## config.mk

```make
export PLATFORM = sky130hd
export DESIGN_NAME = fifo_burst_reader_flat
export DESIGN_NICKNAME = d
export VERILOG_FILES = /design/src/rtl/fifo_burst_pkg.sv /design/src/rtl/fifo_burst_reader_if.sv /design/src/rtl/fifo_skid_buf.sv /design/src/rtl/fifo_burst_reader.sv /design/src/flat_wrapper.sv
export SDC_FILE = /design/constraint.sdc
export NUM_CORES = 1
export LEC_CHECK = 0
export ABC_AREA = 1
export CAP_MARGIN = 20
export CORE_ASPECT_RATIO = 0.8
export CORE_MARGIN = 3
export CORE_UTILIZATION = 52
export CTS_CLUSTER_SIZE = 25
export DETAILED_ROUTE_END_ITERATION = 7
export DONT_BUFFER_PORTS = 1
export PLACE_DENSITY = 0.64
export SYNTH_ARGS = -nofsm -noshare
export SYNTH_HDL_FRONTEND = slang
export SYNTH_SLANG_ARGS = --single-unit
```

## constraint.sdc

```tcl
create_clock -name clk_i -period 3.85 [get_ports clk_i]
set_clock_uncertainty 0.15 [all_clocks]
set_input_delay 1.155 -clock clk_i [delete_from_list [all_inputs] [get_ports clk_i]]
set_output_delay 1.155 -clock clk_i [all_outputs]
set_load 0.01 [all_outputs]
```

## src/rtl/fifo_burst_pkg.sv

```systemverilog
// Shared types for the FIFO burst reader: FSM state and the buffered stream word.
package fifo_burst_pkg;

    localparam int PKG_DWIDTH = 32;

    typedef logic [PKG_DWIDTH-1:0] data_t;

    typedef enum logic {
        IDLE  = 1'b0,
        BURST = 1'b1
    } burst_state_t;

    typedef struct packed {
        data_t data;
        logic  sop;
        logic  eop;
    } burst_word_t;

endpackage

```

## src/rtl/fifo_burst_reader_if.sv

```systemverilog
// FIFO read port plus output stream of the burst reader, bundled as one interface.
interface fifo_burst_reader_if #(
    parameter int DWIDTH = 32,
    parameter int AWIDTH = 8
);
    logic [DWIDTH-1:0] fifo_q_i;
    logic              fifo_empty_i;
    logic              fifo_full_i;
    logic [AWIDTH-1:0] fifo_usedw_i;
    logic              fifo_rdreq_o;
    logic [DWIDTH-1:0] data_o;
    logic              valid_o;
    logic              ready_i;
    logic              sop_o;
    logic              eop_o;

    modport master (
        input  fifo_q_i, fifo_empty_i, fifo_full_i, fifo_usedw_i, ready_i,
        output fifo_rdreq_o, data_o, valid_o, sop_o, eop_o
    );

    modport slave (
        output fifo_q_i, fifo_empty_i, fifo_full_i, fifo_usedw_i, ready_i,
        input  fifo_rdreq_o, data_o, valid_o, sop_o, eop_o
    );
endinterface

```

## src/rtl/fifo_skid_buf.sv

```systemverilog
// Two-entry valid/ready buffer: output register plus one skid register.
// skid_full is registered so the upstream pop never depends on ready combinationally.
module fifo_skid_buf
    import fifo_burst_pkg::*;
#(
    parameter type T = burst_word_t
) (
    input  logic clk_i,
    input  logic arst_i,
    input  logic push,
    input  T     din,
    output logic skid_full,
    output T     dout,
    output logic valid,
    input  logic ready
);
    T     skid_q;
    logic adv;

    assign adv = !valid || ready;

    always_ff @(posedge clk_i or posedge arst_i) begin
        if (arst_i) begin
            dout      <= '0;
            valid     <= 1'b0;
            skid_q    <= '0;
            skid_full <= 1'b0;
        end else if (adv) begin
            if (skid_full) begin
                // older skid word goes out first; a concurrent push refills the skid
                dout      <= skid_q;
                valid     <= 1'b1;
                skid_q    <= din;
                skid_full <= push;
            end else begin
                if (push) dout <= din;
                valid <= push;
            end
        end else if (push) begin
            skid_q    <= din;
            skid_full <= 1'b1;
        end
    end
endmodule

```

## src/rtl/fifo_burst_reader.sv

```systemverilog
// Waits for a full burst in a show-ahead FIFO, pops BURST_LEN words and streams them
// with sop/eop. Define FIFO_BURST_TIMEOUT_EN to flush short bursts after TIMEOUT idle cycles.
module fifo_burst_reader
    import fifo_burst_pkg::*;
#(
    parameter int DWIDTH    = 32,
    parameter int AWIDTH    = 8,
    parameter int BURST_LEN = 16,
    parameter int TIMEOUT   = 64
) (
    input logic                 clk_i,
    input logic                 arst_i,
    fifo_burst_reader_if.master bus
);
    localparam int            CW   = AWIDTH + 1;
    localparam logic [CW-1:0] BLEN = CW'(BURST_LEN);

    typedef struct packed {
        logic [DWIDTH-1:0] data;
        logic              sop;
        logic              eop;
    } word_t;

    burst_state_t  state_q, state_d;
    logic [CW-1:0] fill, len_q, len_d, rd_cnt, rd_cnt_d;
    logic          rdreq, skid_full, last;
    word_t         push_word, out_word;

    // full flag disambiguates a completely full FIFO whose usedw has wrapped to 0
    assign fill = {bus.fifo_full_i, bus.fifo_usedw_i};
    assign last = (rd_cnt == len_q - CW'(1));

`ifdef FIFO_BURST_TIMEOUT_EN
    localparam int TW = $clog2(TIMEOUT + 1);
    logic [TW-1:0] idle_cnt;
    logic          partial, timed_out;

    assign partial   = (state_q == IDLE) && (fill != '0) && (fill < BLEN);
    assign timed_out = partial && (idle_cnt == TW'(TIMEOUT - 1));

    always_ff @(posedge clk_i or posedge arst_i) begin
        if (arst_i)                     idle_cnt <= '0;
        else if (partial && !timed_out) idle_cnt <= idle_cnt + TW'(1);
        else                            idle_cnt <= '0;
    end
`endif

    always_comb begin
        state_d  = state_q;
        len_d    = len_q;
        rd_cnt_d = rd_cnt;
        rdreq    = 1'b0;
        case (state_q)
            IDLE: begin
                if (fill >= BLEN) begin
                    state_d  = BURST;
                    len_d    = BLEN;
                    rd_cnt_d = '0;
                end
`ifdef FIFO_BURST_TIMEOUT_EN
                else if (timed_out) begin
                    state_d  = BURST;
                    len_d    = fill;
                    rd_cnt_d = '0;
                end
`endif
            end
            BURST: begin
                rdreq = !bus.fifo_empty_i && !skid_full;
                if (rdreq) begin
                    rd_cnt_d = rd_cnt + CW'(1);
                    if (last) state_d = IDLE;
                end
            end
            default: state_d = IDLE;
        endcase
    end

    always_ff @(posedge clk_i or posedge arst_i) begin
        if (arst_i) begin
            state_q <= IDLE;
            len_q   <= BLEN;
            rd_cnt  <= '0;
        end else begin
            state_q <= state_d;
            len_q   <= len_d;
            rd_cnt  <= rd_cnt_d;
        end
    end

    always_comb begin
        push_word      = '0;
        push_word.data = bus.fifo_q_i;
        push_word.sop  = (rd_cnt == '0);
        push_word.eop  = last;
    end

    fifo_skid_buf #(.T(word_t)) u_skid (
        .clk_i     (clk_i),
        .arst_i    (arst_i),
        .push      (rdreq),
        .din       (push_word),
        .skid_full (skid_full),
        .dout      (out_word),
        .valid     (bus.valid_o),
        .ready     (bus.ready_i)
    );

    assign bus.fifo_rdreq_o = rdreq;
    assign bus.data_o       = out_word.data;
    assign bus.sop_o        = out_word.sop;
    assign bus.eop_o        = out_word.eop;
endmodule

```

## src/flat_wrapper.sv

```systemverilog
// flat-port wrapper written by rule: the top's interface ports become plain ports
module fifo_burst_reader_flat import fifo_burst_pkg::*;
#(
    parameter int DWIDTH    = 32,
    parameter int AWIDTH    = 8,
    parameter int BURST_LEN = 16,
    parameter int TIMEOUT   = 64
)
  (clk_i, arst_i, bus_fifo_q_i, bus_fifo_empty_i, bus_fifo_full_i, bus_fifo_usedw_i, bus_ready_i, bus_fifo_rdreq_o, bus_data_o, bus_valid_o, bus_sop_o, bus_eop_o);
  fifo_burst_reader_if #(.DWIDTH(DWIDTH), .AWIDTH(AWIDTH)) bus_i ();
  input logic clk_i;
  input logic arst_i;
  input wire logic [$bits(bus_i.fifo_q_i)-1:0] bus_fifo_q_i;
  input wire logic [$bits(bus_i.fifo_empty_i)-1:0] bus_fifo_empty_i;
  input wire logic [$bits(bus_i.fifo_full_i)-1:0] bus_fifo_full_i;
  input wire logic [$bits(bus_i.fifo_usedw_i)-1:0] bus_fifo_usedw_i;
  input wire logic [$bits(bus_i.ready_i)-1:0] bus_ready_i;
  output wire logic [$bits(bus_i.fifo_rdreq_o)-1:0] bus_fifo_rdreq_o;
  output wire logic [$bits(bus_i.data_o)-1:0] bus_data_o;
  output wire logic [$bits(bus_i.valid_o)-1:0] bus_valid_o;
  output wire logic [$bits(bus_i.sop_o)-1:0] bus_sop_o;
  output wire logic [$bits(bus_i.eop_o)-1:0] bus_eop_o;
  assign bus_i.fifo_q_i = bus_fifo_q_i;
  assign bus_i.fifo_empty_i = bus_fifo_empty_i;
  assign bus_i.fifo_full_i = bus_fifo_full_i;
  assign bus_i.fifo_usedw_i = bus_fifo_usedw_i;
  assign bus_i.ready_i = bus_ready_i;
  assign bus_fifo_rdreq_o = bus_i.fifo_rdreq_o;
  assign bus_data_o = bus_i.data_o;
  assign bus_valid_o = bus_i.valid_o;
  assign bus_sop_o = bus_i.sop_o;
  assign bus_eop_o = bus_i.eop_o;
  fifo_burst_reader #(.DWIDTH(DWIDTH), .AWIDTH(AWIDTH), .BURST_LEN(BURST_LEN), .TIMEOUT(TIMEOUT)) u_core (.clk_i(clk_i), .arst_i(arst_i), .bus(bus_i));
endmodule
```

# Word level (Yosys, flattened, before mapping)
# Cells that the tools add are included.
# W data, S select, Z words.
totals:
  ff_bits: 80
  wordCells: 44
op_classes:
  reduce_logical: 11
  n_addsub: 1
  order_cmp: 1
  muxes: 16
  bitwise_logic: 1
  eq_ne: 4
ops:
  columns: ["op", "n"]
  rows:
  - ["$mux W34", 4]
  - ["$mux W9", 2]
  - ["$pmux W9 S2", 1]
  - ["$add A9 B1 Y9 const B", 1]
  - ["$eq A9 B4 Y1 const B", 1]
  - ["$ge A9 B5 Y1 const B", 1]
  - ["$logic_not A9 Y1", 1]
  - ["$mux W1", 8]
  - ["$reduce_and A2 Y1", 3]
  - ["$ne A2 B2 Y1 const B", 2]
  - ["$reduce_bool A2 Y1", 2]
  - ["$logic_not A1 Y1", 3]
  - ["$ne A2 B1 Y1 const B", 1]
  - ["$pmux W1 S2", 1]
  - ["$logic_and A1 B1 Y1", 1]
  - ["$logic_or A1 B1 Y1", 1]
  - ["$not A1 Y1", 1]

# Depth between registers and ports, before layout
logic_depth:
  depth_word: 5
  mapped_depth: 8
  mapped_depth_nobuf: 7

# Modules after synthesis
# From an unflattened synthesis, not the netlist that was laid out.
hier_totals:
  hier_cells: 501
  area_unflattened_um2: 3887.5
modules_own_cells:
  columns: ["mod", "instances", "cells_each", "area_per_inst_um2"]
  rows:
  - ["fifo_skid_buf", 1, 418, 3270.6]
  - ["fifo_burst_reader", 1, 83, 616.8]

# Least setup slack after synthesis
# No wires, ideal clock.
synth_timing:
  path_type: "input to output"
  from: "input bus_fifo_empty_i"
  to: "output bus_fifo_rdreq_o"
  path_stages: 3
  t_required_ns: 2.545
  path_buffers: 0
  slack_ns: 1.110
  t_arrival_ns: 1.435
  cell_sequence: "inv_1 > nand3_2 > inv_2"
synth_via:
  elab_chain_len: 3
synth_lines:
  columns: ["item", "line_no", "source"]
  rows:
  - ["start, declared", "flat_wrapper.sv:14", "input wire logic [$bits(bus_i.fifo_empty_i)-1:0] bus_fifo_empty_i;"]
  - ["$logic_not A1 Y1", "fifo_burst_reader.sv:69", "rdreq = !bus.fifo_empty_i && !skid_full;"]
  - ["$logic_and A1 B1 Y1", "fifo_burst_reader.sv:69", null]
  - ["$mux W1", "fifo_burst_reader.sv:53", "case (state_q)"]
  - ["end, declared", "flat_wrapper.sv:18", "output wire logic [$bits(bus_i.fifo_rdreq_o)-1:0] bus_fifo_rdreq_o;"]
# Every way passes these cells.

# Worst setup path after layout
# Same ends and word-level chain as after synthesis.

==> reports/qor.yml <==
powerDensity_mw_per_mm2: 556
antennaDiodeCount: 0
io_buffers: 0
reg2reg_slack_ns: 1.81
drc: 0
cp_max_fo: 12
reg2reg_to: "u_core.u_skid.skid_q[0]"
syn_to_final_growth_pct: 4.79
hp-start: "u_core.u_skid.skid_q[32]"
drt-pass1-iter-count: 5
hold_viol_final: 0
worst_slack_ns: 0.834
grt_overflow: 0
routed_wl_um: 7370
ys_ff_latch: 80
cts_htree_levels: 3
synth-compound-area-share: 0.111
grt_antenna_before_repair: 0
min_path_cells: 2
fin_crit_sh: 0.784
finalSetupViolCount: 0
synth_area_sq_mm: 0.00382
crit_path_end_kind: "primary output"
peakVddDrop_mv: 0.338
synthSimpleGateAreaFrac: 0.270
syn_nets: 526
whs_endpoint: "u_core.u_skid.skid_q[32]"
nFillCells: 665
drive_above_1_share: 0.128
rsz0062_at_grt: "no"
pre_cts_ws_ns: 0.827
synth_warnings: 0
die_y_um: 82.6
outcome: "completed"
vias_per_cell: 4.99
post_cts_buffers: 0
hpwl_um: 4670
ys_seq_area_frac: 0.525
core_sq_mm: 0.00699
crit_required_ns: 2.54
clockBufferDepth: 2
crit_type: "in2out"
fmax_mhz: 332
rows: 27
place_area_sq_mm: 0.00384
r2r_start: "u_core.u_skid.skid_full"
numCtsBuffers: 9
synth_area_per_cell_sq_um: 7.97
ff2ff_path_depth: 6
arrival_ns: 1.71
die_width_um: 102
synthMuxAreaShare: 0
start_util: 0.546
ys_types: 21
cts-resized-gates: 0
ios: 81
synth_top_family_by_area: "simple AND/OR/NAND/NOR gates"
tns_ns: 0
grt_pass1_vias: 2557
wire_per_inst_um: 13.1
clock_latency_ns: 0.34
slew_headroom: 0.402
synthCells: 479
grt_pass1_wl_um: 12100
grt_max_degree: 69
final_nets: 519
synth_fa_ha_area_frac: 0.00656
via_count: 2810
cts_tree: "built"
ant_nets: 0
period_minus_slack_ns: 3.02
path_clk_slew_ns: 0.08
finish.instance_area_sq_mm: 0.00400
numClockSinks: 80
p_leak_uw: 0.00211
die_area_sq_mm: 0.00841
maxSlewViolCount: 0
drt_iter0_markers: 100
cap_violations: 0
hold_buffers: 0
finalWeightedCongestion: 0.824
track_usage: 0.184
worstMarginPinSlew_ns: 0.897
hp-class: "reg2reg"
synthXorXnorAreaFrac: 0
root_buffer: "clkbuf_8"
crit_path_start_kind: "primary input"
sequential cells by signal, indices dropped and copies added (netlist names):
register,cells
u_core.u_skid.dout,34
u_core.u_skid.skid_q,34
u_core.rd_cnt,9
u_core.state_q,1
u_core.u_skid.skid_full,1
u_core.u_skid.valid,1
worst max-delay path by stage:
stage                     cells after the start               end             start  slack, ns
after floorplan                               1  u_core.rd_cnt[0]            arst_i       0.49
after global placement                        3  bus_fifo_rdreq_o  bus_fifo_empty_i       0.84
after detailed placement                      3  bus_fifo_rdreq_o  bus_fifo_empty_i       0.83
after CTS                                     3  bus_fifo_rdreq_o  bus_fifo_empty_i       0.82
after global routing                          3  bus_fifo_rdreq_o  bus_fifo_empty_i       0.73
final                                         3  bus_fifo_rdreq_o  bus_fifo_empty_i       0.83
metrics by stage:
stage | power, uW | hold WS, ns | util | std cells
final | 2220 | 0.336 | 0.572 | 563
after global routing | 2390 | 0.359 | 0.572 | 563
after CTS | 2260 | 0.338 | 0.572 | 563
after detailed placement | 1720 | 0.319 | 0.549 | 548
after global placement | 1700 | 0.314 | 0.549 | 548
after floorplan | 1620 | 0.305 | - | 479
per-layer routing:
layer,GRT usage,wire length (um),vias to the layer above
met1,0.241,3470,1268
met4,0.0558,66,0
met3,0.0563,483,7
li1,-,-,1460
met2,0.294,3350,75
met5,0,0,-
kinds of logic (layout without fill, tap and decap cells):
family	after synthesis	count (layout)
AND/OR/NAND/NOR	252	252
flip-flops	80	80
AO/OA/AOI/OAI	70	70
adder cells (fa/ha/maj)	2	2
buffers and inverters	75	72
cells in the final DEF (no fill, tap or decap), drive strengths merged:
master / count
nand2: 212
dfrtp: 80
o21ai: 68
inv: 54
nand3: 22
nor2: 15
clkbuf: 10
clkinv: 3
buf: 3
a21oi: 2
ha: 2
clkinvlp: 2
nand3b: 1
nor3: 1
nand4: 1
synth_stat cells:
cell type	n	area share
nor3_1	1	0.0013
clkbuf_1	1	0.00098
nor2_1	15	0.015
dfrtp_1	80	0.52
nand2_1	194	0.19
nand3_2	1	0.0026
buf_2	11	0.014
o21ai_2	20	0.046
nand2_2	18	0.030
buf_6	3	0.0089
buf_4	3	0.0059
clkbuf_2	3	0.0039
ha_1	2	0.0066
nand4_1	1	0.0016
a21oi_1	2	0.0026
inv_1	51	0.050
o21ai_0	34	0.045
inv_2	3	0.0030
nand3_1	21	0.028
nand3b_1	1	0.0020
o21ai_1	14	0.018
final cells by class:
class	instances	area, sq um	area share
Sequential cell	80	2000	0.501
Inverter	54	204	0.0510
Multi-Input combinational cell	324	1490	0.372
Clock inverter	5	33.8	0.00845
Timing Repair Buffer	3	35.0	0.00876
Clock buffer	10	128	0.0319
Tap cell	87	109	0.0272
critical path, stage by stage:
cell     delay [ns]
inv_1          0.06
nand3_2        0.23
inv_2          0.26
where the power goes:
part / internal [uW] / switching, uW / total, uW
Clock: 231 / 298 / 529
Combinational: 169 / 295 / 464
Sequential: 1040 / 189 / 1230
Power figures use the tool's default switching activity.
